===== src/rtl/mux_rr_arbiter_pkg.sv =====
// Shared constants, state type and small helpers for the round-robin mux arbiter.
// The package is named mux_arb_pkg. The files that use it import it with mux_arb_pkg::*.
package mux_arb_pkg;

  localparam int unsigned N_REQ = 8;
  localparam int unsigned SEL_W = 3;
  localparam int unsigned CNT_W = 8;

  typedef enum logic {
    IDLE = 1'b0,
    BUSY = 1'b1
  } arb_state_t;

  // Increment the hold counter, but stop at all-ones instead of wrapping.
  function automatic logic [CNT_W-1:0] sat_inc(input logic [CNT_W-1:0] v);
    logic [CNT_W-1:0] r;
    r = (v == {CNT_W{1'b1}}) ? v : v + {{(CNT_W-1){1'b0}}, 1'b1};
    return r;
  endfunction

  // Convert a requester index into its one-hot grant code.
  function automatic logic [N_REQ-1:0] idx_to_onehot(input logic [SEL_W-1:0] idx);
    logic [N_REQ-1:0] r;
    r = {N_REQ{1'b0}};
    r[idx] = 1'b1;
    return r;
  endfunction

endpackage


===== src/rtl/mux_rr_arbiter_if.sv =====
// Request/grant bundle between the eight requesters and the mux arbiter.
// The master modport is for the requester side. The slave modport is for the arbiter.
interface mux_rr_arbiter_if;
  import mux_arb_pkg::*;

  logic [N_REQ-1:0] req;
  logic [SEL_W-1:0] sel;
  logic [N_REQ-1:0] grant;
  logic             busy;
  logic             preempt;

  modport master (
    output req,
    input  sel,
    input  grant,
    input  busy,
    input  preempt
  );

  modport slave (
    input  req,
    output sel,
    output grant,
    output busy,
    output preempt
  );

endinterface


===== src/rtl/mux_rr_arbiter_rr_pick.sv =====
// Rotating priority encoder. It finds the first set request strictly after ptr, modulo 8.
// This block is purely combinational.
module rr_pick
  import mux_arb_pkg::*;
(
  input  logic [N_REQ-1:0] req,
  input  logic [SEL_W-1:0] ptr,
  output logic             any,
  output logic [SEL_W-1:0] idx
);

  logic [2*N_REQ-1:0] dbl_s;
  logic [SEL_W:0]     shamt_s;
  logic [N_REQ-1:0]   rot_s;
  logic [SEL_W-1:0]   off_s;

  // Rotate right by ptr+1, so that bit 0 of rot_s is the highest-priority source.
  always_comb begin
    dbl_s   = {req, req};
    shamt_s = {1'b0, ptr} + 4'd1;
    rot_s   = dbl_s[shamt_s +: N_REQ];
  end

  // Find the lowest set bit of the rotated vector, then map it back to an absolute index.
  always_comb begin
    off_s = {SEL_W{1'b0}};
    for (int i = N_REQ - 1; i >= 0; i--) begin
      off_s = rot_s[i] ? SEL_W'(i) : off_s;
    end
    any = |rot_s;
    idx = ptr + 3'd1 + off_s;
  end

endmodule


===== src/rtl/mux_rr_arbiter.sv =====
// Round-robin arbiter that drives the select input of an 8:1 single-bit mux.
// When MUX_ARB_TIMEOUT_EN is defined, a grant ends after HOLD_MAX cycles and
// preempt pulses for one cycle. In the default build, a grant lasts until the owner releases it.
module mux_rr_arbiter
  import mux_arb_pkg::*;
#(
  parameter int unsigned HOLD_MAX = 16
) (
  input  logic               clk,
  input  logic               rst,
  mux_rr_arbiter_if.slave    bus
);

  // Elaboration-time check that the hold limit fits the 8-bit counter.
  if (HOLD_MAX < 1 || HOLD_MAX > 255) begin : g_bad_hold_max
    $error("mux_rr_arbiter: HOLD_MAX must be in 1..255");
  end

  arb_state_t       state_q, state_d;
  logic [SEL_W-1:0] sel_q,   sel_d;
  logic [N_REQ-1:0] grant_q, grant_d;
  logic             busy_q,  busy_d;
  logic [SEL_W-1:0] ptr_q,   ptr_d;

  logic             pick_any_s;
  logic [SEL_W-1:0] pick_idx_s;

`ifdef MUX_ARB_TIMEOUT_EN
  localparam logic [CNT_W-1:0] HOLD_LIM = CNT_W'(HOLD_MAX);
  logic [CNT_W-1:0] cnt_q, cnt_d;
  logic             preempt_q, preempt_d;
`endif

  rr_pick u_pick (
    .req (bus.req),
    .ptr (ptr_q),
    .any (pick_any_s),
    .idx (pick_idx_s)
  );

  // Compute the next state and the next output values from the request vector and the current owner.
  always_comb begin
    state_d = state_q;
    sel_d   = sel_q;
    grant_d = grant_q;
    busy_d  = busy_q;
    ptr_d   = ptr_q;
`ifdef MUX_ARB_TIMEOUT_EN
    cnt_d     = cnt_q;
    preempt_d = 1'b0;
`endif
    case (state_q)
      IDLE: begin
        if (pick_any_s) begin
          state_d = BUSY;
          sel_d   = pick_idx_s;
          grant_d = idx_to_onehot(pick_idx_s);
          busy_d  = 1'b1;
          ptr_d   = pick_idx_s;
`ifdef MUX_ARB_TIMEOUT_EN
          cnt_d   = {{(CNT_W-1){1'b0}}, 1'b1};
`endif
        end else begin
          grant_d = {N_REQ{1'b0}};
          busy_d  = 1'b0;
        end
      end
      BUSY: begin
        if (!bus.req[sel_q]) begin
          // The owner has released. sel keeps its last value.
          state_d = IDLE;
          grant_d = {N_REQ{1'b0}};
          busy_d  = 1'b0;
`ifdef MUX_ARB_TIMEOUT_EN
        end else if (cnt_q == HOLD_LIM) begin
          // The hold limit is reached while the owner still requests. Take the grant back.
          // ptr already points at the owner, so the other requesters come first next time.
          state_d   = IDLE;
          grant_d   = {N_REQ{1'b0}};
          busy_d    = 1'b0;
          preempt_d = 1'b1;
        end else begin
          cnt_d = sat_inc(cnt_q);
`else
        end else begin
          grant_d = grant_q;
`endif
        end
      end
      default: begin
        state_d = IDLE;
        grant_d = {N_REQ{1'b0}};
        busy_d  = 1'b0;
      end
    endcase
  end

  // Register the state, the outputs and the round-robin pointer. rst loads the reset values.
  always_ff @(posedge clk) begin
    if (rst) begin
      state_q <= IDLE;
      sel_q   <= {SEL_W{1'b0}};
      grant_q <= {N_REQ{1'b0}};
      busy_q  <= 1'b0;
      ptr_q   <= 3'd7;
`ifdef MUX_ARB_TIMEOUT_EN
      cnt_q     <= {CNT_W{1'b0}};
      preempt_q <= 1'b0;
`endif
    end else begin
      state_q <= state_d;
      sel_q   <= sel_d;
      grant_q <= grant_d;
      busy_q  <= busy_d;
      ptr_q   <= ptr_d;
`ifdef MUX_ARB_TIMEOUT_EN
      cnt_q     <= cnt_d;
      preempt_q <= preempt_d;
`endif
    end
  end

  assign bus.sel   = sel_q;
  assign bus.grant = grant_q;
  assign bus.busy  = busy_q;
`ifdef MUX_ARB_TIMEOUT_EN
  assign bus.preempt = preempt_q;
`else
  assign bus.preempt = 1'b0;
`endif

endmodule


===== src/flat_wrapper.sv =====
// flat-port wrapper written by rule: the top's interface ports become plain ports
module mux_rr_arbiter_flat import mux_arb_pkg::*;
#(
  parameter int unsigned HOLD_MAX = 16
)
  (clk, rst, bus_req, bus_sel, bus_grant, bus_busy, bus_preempt);
  mux_rr_arbiter_if bus_i ();
  input  logic clk;
  input  logic rst;
  input wire logic [$bits(bus_i.req)-1:0] bus_req;
  output wire logic [$bits(bus_i.sel)-1:0] bus_sel;
  output wire logic [$bits(bus_i.grant)-1:0] bus_grant;
  output wire logic [$bits(bus_i.busy)-1:0] bus_busy;
  output wire logic [$bits(bus_i.preempt)-1:0] bus_preempt;
  assign bus_i.req = bus_req;
  assign bus_sel = bus_i.sel;
  assign bus_grant = bus_i.grant;
  assign bus_busy = bus_i.busy;
  assign bus_preempt = bus_i.preempt;
  mux_rr_arbiter #(.HOLD_MAX(HOLD_MAX)) u_core (.clk(clk), .rst(rst), .bus(bus_i));
endmodule

===== config.mk =====
export PLATFORM = sky130hd
export DESIGN_NAME = mux_rr_arbiter_flat
export DESIGN_NICKNAME = d
export VERILOG_FILES = /design/src/rtl/mux_rr_arbiter_pkg.sv /design/src/rtl/mux_rr_arbiter_if.sv /design/src/rtl/mux_rr_arbiter_rr_pick.sv /design/src/rtl/mux_rr_arbiter.sv /design/src/flat_wrapper.sv
export SDC_FILE = /design/constraint.sdc
export NUM_CORES = 1
export LEC_CHECK = 0
export BUFFER_PORTS_ARGS = -buffer_cell sky130_fd_sc_hd__buf_4
export CORE_MARGIN = 8
export CORE_UTILIZATION = 30
export CTS_CLUSTER_DIAMETER = 100
export DETAILED_ROUTE_END_ITERATION = 7
export SLEW_MARGIN = 10
export SYNTH_ARGS = -nofsm -noshare
export SYNTH_HDL_FRONTEND = slang
export SYNTH_SLANG_ARGS = --single-unit

===== constraint.sdc =====
create_clock -name clk -period 8.35 [get_ports clk]
set_input_delay 1.2525 -clock clk [delete_from_list [all_inputs] [get_ports clk]]
set_output_delay 1.2525 -clock clk [all_outputs]
set_load 0.02 [all_outputs]

==> results by group <==
Clock tree
  • H-tree levels: 1
  • CTS root buffer: clkbuf_8
  • Clk slew on worst S/H paths: 0.06 ns
  • TritonCTS Sinks: 16
  • Cts hold-fix bufs: 0
  • Longest Clk Path Bufs: 2
  • # resized after CTS: 0
  • Clock buffer count from CTS: 3
  • Postcts setup bufs: 0
  • CTS tree: built
  • Clk Latency, worst-skew pair: 0.25 ns

STA
  • Final Hold Viols: 0
  • Setup TNS: 0 ns
  • Max Fclk: 272.4 MHz
  • Fin crit share: 43.97%
  • Final Skew: 0.003971 ns
  • Clock period minus worst slack: 3.672 ns
  • RSZ-0062 raised after global routing: no
  • Setup violators final: 0
  • Final Max Tran Viols: 0
  • Worst-Margin Slew: 0.8704 ns
  • Max_slew headroom: between 40% and 50%

Worst setup path
  • Critical path's top delay family: compound AO/OA/AOI/OAI gates
  • Crit path launch type: primary input
  • Worst-path cell chain: buf_4 -> mux2_2 -> o31ai_1 -> a32oi_1 -> a31oi_1 -> mux2i_1 -> ha_1 -> fa_1 -> or3_4 -> mux2i_4 -> a32o_1
  • CP Capture Type: register
  • CP bufs+invs: 1
  • Crit path required time: 8.55 ns
  • Arr. time, crit path: between 3 and 4 ns
  • Max FO, Critical Path: 11
  • CP peak stage delay: 0.44 ns
  • CP Class: in -> reg
  • Slowest stage cell, crit path: or3_4

Global route
  • Vias in the first global route: 1124
  • Grt ovf: 0
  • Largest net degree at the start of global routing: 27
  • First-pass GRT wire length: 5278 um
  • Initial antenna violation count: 0
  • Gr usage total: under 10%

Yosys
  • Syn nets: between 150 and 200
  • Mapped cell area: between 0.001 and 0.0015 mm2
  • Number of synthesized flops with an enable pin: 0
  • Post-synthesis sequential area ratio: roughly 25%
  • Post-synthesis cell count: 148
  • Warnings, synthesis: 0
  • Largest area contributor in the synthesized netlist: dfxtp_1
  • Top FF cell, synth: dfxtp_1
  • Synth cell types: 47
  • Synth area leaders: dfxtp_1 (25%), mux2i_1 (6.2%), mux4_2 (5.2%)
  • Async S/R FF share, synth: 0%
  • Synth top area share: 24.73%
  • #FFs+latches synth: 16
  • Synth Area per Inst: 8.750 um2

Routing
  • DR vias: roughly 1200
  • Initial detailed-routing violation count: 52
  • Drt total wl: 3182 um
  • Vias/cell: 5.391
  • # DRC: 0
  • First-pass iteration count of the detailed router: 4
  • WL/cell: 14.80 um
  • Final ANT Viol Nets: 0

Pwr
  • Internal Pwr Total: 0.3197 mW
  • VDD IR max: 0.1886 mV
  • Clock power share: 11.5%
  • Power per cell area: about 400 mW/mm2
  • Sequential share of power: 27.1%
  • Sw Pwr: ~0.28 mW
  • Switching share of total power: between 40 and 50%
  • Gate power share: about three fifths
  • Static Leakage: about 0.66 nW
  • Tot Pwr: 0.6015 mW

Placement
  • Port bufs: 21
  • Dpl cell area: 0.001449 mm2
  • Final HPWL DP: 2415 um
  • GP Congestion: 0.9289

Die
  • Die footprint: roughly 0.0067 mm2
  • Row cnt: 24
  • Initial core utilization: 30.37%
  • IO Pins: 23
  • Die H: 81.70 um
  • Die X-Extent: about 80 um
  • Floorplan Core Area: approximately 0.0043 mm2

Finish
  • Seq. cell area: 320.3 um2
  • Post-layout instance area: around 0.0015 mm2
  • Multi-input gate area: 852.1 um2
  • Nets@finish: 176
  • Ant. Diodes: 0
  • Layout fillers: 452
  • Commonest non-fill, non-tap cell in the layout: buf_4
  • Most frequent cells in the layout: buf_4 (21), dfxtp_1 (16), nor2_1 (15)
  • Layout area overhead: 16.14%
  • Share of layout cells above drive strength 1: 24.54%

Worst hold path
  • Hold crit path type: reg -> reg

Run status
  • Status: finished clean

Flow run
  • Max cap viols: 0
cells in the mapped netlist (2+ instances only):
cell type and instances:
nor2_1 15, nand2_1 8, mux2i_4 2, a22oi_1 2
nor3_1 3, a32oi_1 2, buf_2 5, mux2i_1 8
mux4_2 3, buf_4 2, mux2_2 2, o21ai_0 12
inv_1 12, a32o_1 3, nor2b_1 3, a22o_1 6
a21oi_1 11, a211oi_1 4, dfxtp_1 16, o211ai_1 2
state kept, by name, indices dropped and copies added, names as in the netlist:
register and count:
u_core.bus.grant 8, u_core.bus.busy 1, u_core.ptr_q 3, u_core.bus.sel 3, u_core.state_q 1
cell type report:
| type | instances | area share (%) |
|---|---|---|
| Multi-Input combinational cell | 109 | 56.66 |
| Sequential cell | 16 | 21.30 |
| Timing Repair Buffer | 21 | 10.48 |
| Tap cell | 52 | 4.326 |
| Clock buffer | 4 | 3.661 |
| Inverter | 13 | 3.577 |
cells by family after synthesis:
kind of cell,count (synthesis),synth area share [%]
flops,16,24.73
fa+ha+maj,2,2.512
buf+inv,23,9.467
other cells,1,0.2896
compound gates,54,31.98
simple gates,36,13.72
mux,15,16.62
xor+xnor,1,0.6765
final timing paths:
check,start,cells past startpoint,to,slack [ns]
min reg2reg,u_core.bus.busy,2,u_core.bus.busy,0.48
max reg2reg,u_core.ptr_q[1],11,u_core.bus.grant[4],4.70
max,bus_req[3],11,u_core.bus.grant[4],4.68
min,u_core.bus.busy,2,u_core.bus.busy,0.48
worst min-delay path, delay by kind of cell (launching register included):
family,cells,cell delay (ns)
simple gates,1,0.06
flops,1,0.31
compound gates,1,0.06
power by group through the flow:
stage                     Sequential, mW  Combinational, mW  Clock [mW]
after floorplan                    0.161              0.285           0
after global placement             0.166              0.374           0
after detailed placement           0.164              0.371           0
after CTS                          0.163              0.373      0.0707
after global routing               0.171              0.401      0.0760
final                              0.163              0.369      0.0693
stage by stage:
step | worst slack [ns] | hold WS, ns | utilization (%) | std cells
3_3_place_gp | 4.437 | 0.4573 | 33.98 | 211
2_1_floorplan | 4.684 | 0.4663 | - | 148
5_1_grt | 4.544 | 0.5082 | 35.27 | 215
6_report | 4.678 | 0.4776 | 35.27 | 215
3_5_place_dp | 4.438 | 0.4669 | 33.98 | 211
4_1_cts | 4.705 | 0.4794 | 35.27 | 215
metal layers:
layer	up-vias	wire [um]	track usage [%]
met1	558	1547	12.66
met3	2	75	2.298
met5	-	0	0
met4	0	19	2.982
met2	17	1539	16.07
li1	582	-	-
No activity file was read; power rests on OpenSTA's default activity.
